File: src/rtl/decode_issue_stage.sv
// ============================================================================
// Module   : decode_issue_stage
// Purpose  : MIPS ID stage. Drives regfile reads, decodes into an ID/EX
//            register with valid/ready toward EX, inserts load-use bubbles.
// Config   : WB_BYPASS_EN - forward same-edge writeback data into operands.
// Revision : 1.0 - initial release
// ============================================================================
`default_nettype none

module decode_issue_stage #(
  parameter int          DATA_W    = 32,
  parameter int          CNT_W     = 16,
  parameter logic [5:0]  LW_OPCODE = 6'h23
) (
  input  logic              clk,
  input  logic              rst_n,
  input  logic              if_valid_i,
  output logic              if_ready_o,
  input  logic [DATA_W-1:0] if_instr_i,
  output logic [4:0]        rf_a1_o,
  output logic [4:0]        rf_a2_o,
  input  logic [DATA_W-1:0] rf_rd1_i,
  input  logic [DATA_W-1:0] rf_rd2_i,
  input  logic              wb_regwrite_i,
  input  logic [4:0]        wb_a3_i,
  input  logic [DATA_W-1:0] wb_wd3_i,
  input  logic              flush_i,
  output logic              ex_valid_o,
  input  logic              ex_ready_i,
  output logic [5:0]        ex_opcode_o,
  output logic [5:0]        ex_funct_o,
  output logic [DATA_W-1:0] ex_rs_val_o,
  output logic [DATA_W-1:0] ex_rt_val_o,
  output logic [DATA_W-1:0] ex_imm_o,
  output logic [4:0]        ex_dst_o,
  output logic              ex_regwrite_o,
  output logic              ex_memread_o,
  output logic [CNT_W-1:0]  stall_cnt_o
);

  typedef enum logic {EMPTY = 1'b0, FULL = 1'b1} state_e;

  state_e              state_q, state_d;
  logic [5:0]          opcode_q, opcode_d;
  logic [5:0]          funct_q, funct_d;
  logic [DATA_W-1:0]   rs_val_q, rs_val_d;
  logic [DATA_W-1:0]   rt_val_q, rt_val_d;
  logic [DATA_W-1:0]   imm_q, imm_d;
  logic [4:0]          dst_q, dst_d;
  logic                regwrite_q, regwrite_d;
  logic                memread_q, memread_d;
  logic [CNT_W-1:0]    stall_cnt_q, stall_cnt_d;

  logic [5:0]          opcode;
  logic [4:0]          rs, rt, rd;
  logic [15:0]         imm16;
  logic                dec_regwrite;
  logic [DATA_W-1:0]   dec_imm;
  logic [DATA_W-1:0]   rs_sel, rt_sel;
  logic                free, hazard;

  assign opcode  = if_instr_i[31:26];
  assign rs      = if_instr_i[25:21];
  assign rt      = if_instr_i[20:16];
  assign rd      = if_instr_i[15:11];
  assign imm16   = if_instr_i[15:0];
  assign rf_a1_o = rs;
  assign rf_a2_o = rt;

  assign free   = (state_q == EMPTY) | ex_ready_i;
  assign hazard = (state_q == FULL) & memread_q & (dst_q != 5'd0) &
                  ((dst_q == rs) | (dst_q == rt));
  // Gated by rst_n so upstream never sees a handshake while in reset.
  assign if_ready_o = rst_n & free & ~hazard & ~flush_i;

  always_comb begin
    dec_regwrite = 1'b0;
    case (opcode)
      6'h00, 6'h08, 6'h0A, 6'h0C, 6'h0D: dec_regwrite = 1'b1;
      default:                           dec_regwrite = (opcode == LW_OPCODE);
    endcase
  end

  assign dec_imm = ((opcode == 6'h0C) || (opcode == 6'h0D)) ?
                   {{(DATA_W-16){1'b0}}, imm16} :
                   {{(DATA_W-16){imm16[15]}}, imm16};

`ifdef WB_BYPASS_EN
  // A same-edge writeback is not yet visible on rf_rd*, so forward it.
  always_comb begin
    rs_sel = rf_rd1_i;
    rt_sel = rf_rd2_i;
    if (rs == 5'd0)
      rs_sel = '0;
    else if (wb_regwrite_i && (wb_a3_i == rs))
      rs_sel = wb_wd3_i;
    if (rt == 5'd0)
      rt_sel = '0;
    else if (wb_regwrite_i && (wb_a3_i == rt))
      rt_sel = wb_wd3_i;
  end
`else
  logic unused_wb;
  assign unused_wb = ^{wb_regwrite_i, wb_a3_i, wb_wd3_i};
  assign rs_sel    = (rs == 5'd0) ? '0 : rf_rd1_i;
  assign rt_sel    = (rt == 5'd0) ? '0 : rf_rd2_i;
`endif

  always_comb begin
    state_d     = state_q;
    opcode_d    = opcode_q;
    funct_d     = funct_q;
    rs_val_d    = rs_val_q;
    rt_val_d    = rt_val_q;
    imm_d       = imm_q;
    dst_d       = dst_q;
    regwrite_d  = regwrite_q;
    memread_d   = memread_q;
    stall_cnt_d = stall_cnt_q;
    if (flush_i) begin
      state_d = EMPTY;
    end else if (free) begin
      if (if_valid_i && !hazard) begin
        state_d    = FULL;
        opcode_d   = opcode;
        funct_d    = if_instr_i[5:0];
        rs_val_d   = rs_sel;
        rt_val_d   = rt_sel;
        imm_d      = dec_imm;
        dst_d      = (opcode == 6'h00) ? rd : rt;
        regwrite_d = dec_regwrite;
        memread_d  = (opcode == LW_OPCODE);
      end else if (hazard) begin
        state_d = EMPTY;
        if (stall_cnt_q != {CNT_W{1'b1}})
          stall_cnt_d = stall_cnt_q + 1'b1;
      end else begin
        state_d = EMPTY;
      end
    end
  end

  always_ff @(posedge clk or negedge rst_n) begin
    if (!rst_n) begin
      state_q     <= EMPTY;
      opcode_q    <= '0;
      funct_q     <= '0;
      rs_val_q    <= '0;
      rt_val_q    <= '0;
      imm_q       <= '0;
      dst_q       <= '0;
      regwrite_q  <= 1'b0;
      memread_q   <= 1'b0;
      stall_cnt_q <= '0;
    end else begin
      state_q     <= state_d;
      opcode_q    <= opcode_d;
      funct_q     <= funct_d;
      rs_val_q    <= rs_val_d;
      rt_val_q    <= rt_val_d;
      imm_q       <= imm_d;
      dst_q       <= dst_d;
      regwrite_q  <= regwrite_d;
      memread_q   <= memread_d;
      stall_cnt_q <= stall_cnt_d;
    end
  end

  assign ex_valid_o    = (state_q == FULL);
  assign ex_opcode_o   = opcode_q;
  assign ex_funct_o    = funct_q;
  assign ex_rs_val_o   = rs_val_q;
  assign ex_rt_val_o   = rt_val_q;
  assign ex_imm_o      = imm_q;
  assign ex_dst_o      = dst_q;
  assign ex_regwrite_o = regwrite_q;
  assign ex_memread_o  = memread_q;
  assign stall_cnt_o   = stall_cnt_q;

endmodule

`default_nettype wire
File: config.mk
export PLATFORM = sky130hd
export DESIGN_NAME = decode_issue_stage
export DESIGN_NICKNAME = d
export VERILOG_FILES = /design/src/rtl/decode_issue_stage.sv
export SDC_FILE = /design/constraint.sdc
export NUM_CORES = 1
export LEC_CHECK = 0
export BUFFER_PORTS_ARGS = -buffer_cell sky130_fd_sc_hd__buf_2
export CORE_UTILIZATION = 47
export CTS_BUF_LIST = sky130_fd_sc_hd__clkbuf_8
export DETAILED_ROUTE_END_ITERATION = 6
export GPL_TIMING_DRIVEN = 0
export PLACE_DENSITY_LB_ADDON = 0.15
export SLEW_MARGIN = 15
export SYNTH_ARGS = -nofsm -noshare
export SYNTH_HDL_FRONTEND = slang
export SYNTH_SLANG_ARGS = --single-unit
File: constraint.sdc
create_clock -name clk -period 2.7 [get_ports clk]
set_input_delay 0.54 -clock clk [delete_from_list [all_inputs] [get_ports clk]]
set_output_delay 0.54 -clock clk [all_outputs]
set_load 0.02 [all_outputs]
==> flow_metrics.py <==
metrics = {
    "timing": {
        "fin_worst_skew_ns": 0.0164,
        "min_period_ns": 2.53,
        "period_share_pct": 93.8,
        "rsz0062_at_grt": "false",
        "finalSetupViolCount": 0,
        "tns_ns": 0,
        "slew-limit-headroom_pct": 61.7,
        "max_clock_freq_ghz": 0.395,
        "drv_slew": 0,
        "tightest_slew_ns": 0.571,
        "hold_viol": 0,
        "finalWorstSetupSlack_ns": 0.169,
    },
    "power_and_ir_drop": {
        "p_int_mw": 2.95,
        "p_switching_mw": 1.54,
        "fin_total_pwr_mw": 4.49,
        "cellPowerDensity_nw_per_um2": 641,
        "peakVddDrop_uv": 354,
        "swShare_pct": 34.2,
        "p_leak_nw": 3.85,
        "pwr-share-clk_pct": 21.8,
        "p_seq_share_pct": 46.1,
        "power_frac_comb_pct": 32.1,
    },
    "grt": {
        "use_met3_pct": 3.53,
        "grtUsageMet1_pct": 26.1,
        "grt_pass1_vias": 4113,
        "grt_max_degree": 76,
        "grt_overflow": 0,
        "grt_use_total_pct": 21.7,
        "antenna_found_initial": 0,
        "grt_pass1_wl_um": 19700,
        "top_usage_layer": "met2",
        "use_met2_pct": 38.5,
    },
    "hold_path": {
        "holdCritPathClass": "in2async",
    },
    "die": {
        "start_util_pct": 49.0,
        "rows": 38,
        "fp.dieW_um": 109,
        "boundaryPins": 282,
        "die-height_um": 109,
        "core_um2": 11000,
        "die_area_um2": 11900,
    },
    "placement": {
        "place_area_um2": 6810,
        "hpwl_um": 10100,
        "port-buffer-count": 243,
        "gp_congestion": 0.870,
        "place_ws_ns": 0.0661,
    },
    "cts": {
        "cts_inserted_buffers": 9,
        "clk_latency_ns": 0.36,
        "cts_tree": "yes",
        "cts_setup_buffers": 0,
        "h-tree-depth": 3,
        "cts.sinks": 111,
        "cts_root_buf": "clkbuf_8",
        "path_clk_slew_ns": 0.10,
        "clockBufferDepth": 2,
    },
    "critical_path": {
        "cp_max_fo": 10,
        "worstPathArrival_ns": 1.99,
        "cp.buffers_inverters": 2,
        "crit_type": "reg2out",
        "r2r-start": "ex_dst_o[1]",
        "r2r_cells": 6,
        "crit_required_ns": 2.16,
        "crit_family": "flip-flops",
        "crit_path_start_kind": "flop",
        "cp_slowest_cell": "dfrtp_1",
        "r2r-end": "ex_rs_val_o[17]",
        "crit_chain": "xnor2_1 > nand3_1 > o22ai_4 > clkbuf_4 > a21oi_1 > buf_2",
        "end_kind": "output port",
        "critical_path.max_stage_delay_ns": 0.47,
        "reg2reg_slack_ns": 0.55,
    },
    "synth": {
        "yosysWarnings": 0,
        "ys_seq_area_share_pct": 51.6,
        "syn_nets": 625,
        "netlist_area_um2": 5380,
        "ys_ff_latch": 111,
        "syn_avg_cell_area_um2": 11.1,
        "yosys.cell_types.count": 32,
        "syn_inst": 485,
    },
    "layout": {
        "layout_common_cells": "buf_2, dfrtp_1, nand2_1",
        "finish.utilization_pct": 63.8,
        "multi_input_comb_area_um2": 1920,
        "fill_cells": 922,
        "nets": 880,
        "seqCellArea_um2": 2780,
        "synthToLayoutAreaGrowth_pct": 30.2,
        "drive_gt1_share_pct": 45.4,
        "final_common_cell": "buf_2",
        "stdcell_area_um2": 7010,
        "diodes": 0,
    },
    "drt": {
        "wl_per_cell_um": 14.5,
        "vias": 4184,
        "ant_nets": 0,
        "drtIter0Drc": 140,
        "drc_errors": 0,
        "viasPerCell": 4.73,
        "first_pass_iters": 6,
        "wl_um": 12800,
    },
    "outcome": {
        "status": "completed",
    },
    "job": {
        "cap_violations": 0,
    },
}
==> state kept, by name, summed over array words and instances, names as in the netlist <==
signal,flops
ex_dst_o,5
ex_funct_o,5
ex_imm_o,12
ex_memread_o,1
ex_opcode_o,6
ex_regwrite_o,1
ex_rs_val_o,32
ex_rt_val_o,32
ex_valid_o,1
stall_cnt_o,16
==> cells in the mapped netlist <==
library cell,count,area [um^2]
o22ai_2,1,12.5
o21ba_2,1,10.0
buf_12,7,140
nand3b_1,1,7.51
buf_2,1,5.00
nor3_1,4,20.0
nand4_1,6,37.5
and4_1,2,17.5
nand3_1,14,70.1
nor2_1,8,30.0
ha_1,1,12.5
nand2_1,75,282
xnor2_1,25,219
a21oi_1,2,10.0
a21oi_4,1,16.3
o21bai_1,1,7.51
mux2_2,34,383
dfrtp_1,111,2780
a21boi_0,1,7.51
clkbuf_1,7,26.3
o311a_4,1,21.3
o311a_1,1,10.0
o21ai_0,1,5.00
nor2b_1,1,6.26
or3_1,2,12.5
and2_1,1,6.26
mux2i_1,66,661
buf_4,31,233
buf_6,3,33.8
and3_1,7,43.8
inv_1,67,251
a211oi_1,1,7.51
==> metrics by stage <==
step | cells | hold WS (ns)
floorplan | 485 | 0.244
global placement | 868 | 0.479
detailed placement | 869 | 0.469
CTS | 884 | 0.0614
global route | 884 | 0.0639
finish | 884 | 0.0600
==> final cells by class <==
class / count / area share, %
buffer: 49 / 6.30
clock buffer: 10 / 1.96
clock inverter: 5 / 0.732
inverter: 67 / 3.59
multi-input combinational: 258 / 27.4
sequential: 111 / 39.6
tap: 140 / 2.50
timing repair buffer: 244 / 17.8
==> how the worst max path moves through the flow <==
stage              startpoint    endpoint  depth (start not counted)  slack [ns]
6_report          ex_dst_o[4]  if_ready_o                          6        0.17
4_1_cts           ex_dst_o[4]  if_ready_o                          6        0.01
2_1_floorplan  if_instr_i[20]  if_ready_o                          5        0.54
3_5_place_dp   if_instr_i[20]  if_ready_o                          7        0.07
5_1_grt           ex_dst_o[4]  if_ready_o                          6       0.007
3_3_place_gp            rst_n  if_ready_o                          4       -0.77
==> per-layer routing <==
metal / up-vias / wire [um]
met4: 0 / 221
li1: 2026 / -
met2: 139 / 6560
met5: - / 0
met3: 16 / 802
met1: 2003 / 5200
==> repair_timing <==
item,CTS,global route
hold buffers,0,0
gates resized for setup,1,3
setup endpoints to repair,1,1
==> power by group through the flow <==
| stage | clock (mW) | sequential (mW) | combinational (mW) |
|---|---|---|---|
| after floorplan | 0 | 2.42 | 0.570 |
| after global placement | 0 | 2.09 | 1.41 |
| after detailed placement | 0 | 2.11 | 1.45 |
| after CTS | 1.01 | 2.07 | 1.46 |
| after global routing | 1.07 | 2.11 | 1.57 |
| final | 0.980 | 2.07 | 1.44 |
==> cell families after synthesis <==
kind of cell	share of synthesized area (%)
XOR/XNOR	4.07
multiplexers	19.4
buffers and inverters	12.8
AO/OA/AOI/OAI	2.00
adder cells (fa/ha/maj)	0.232
flip-flops	51.6
AND/OR/NAND/NOR	9.90
(Power assumes the default switching activity.)
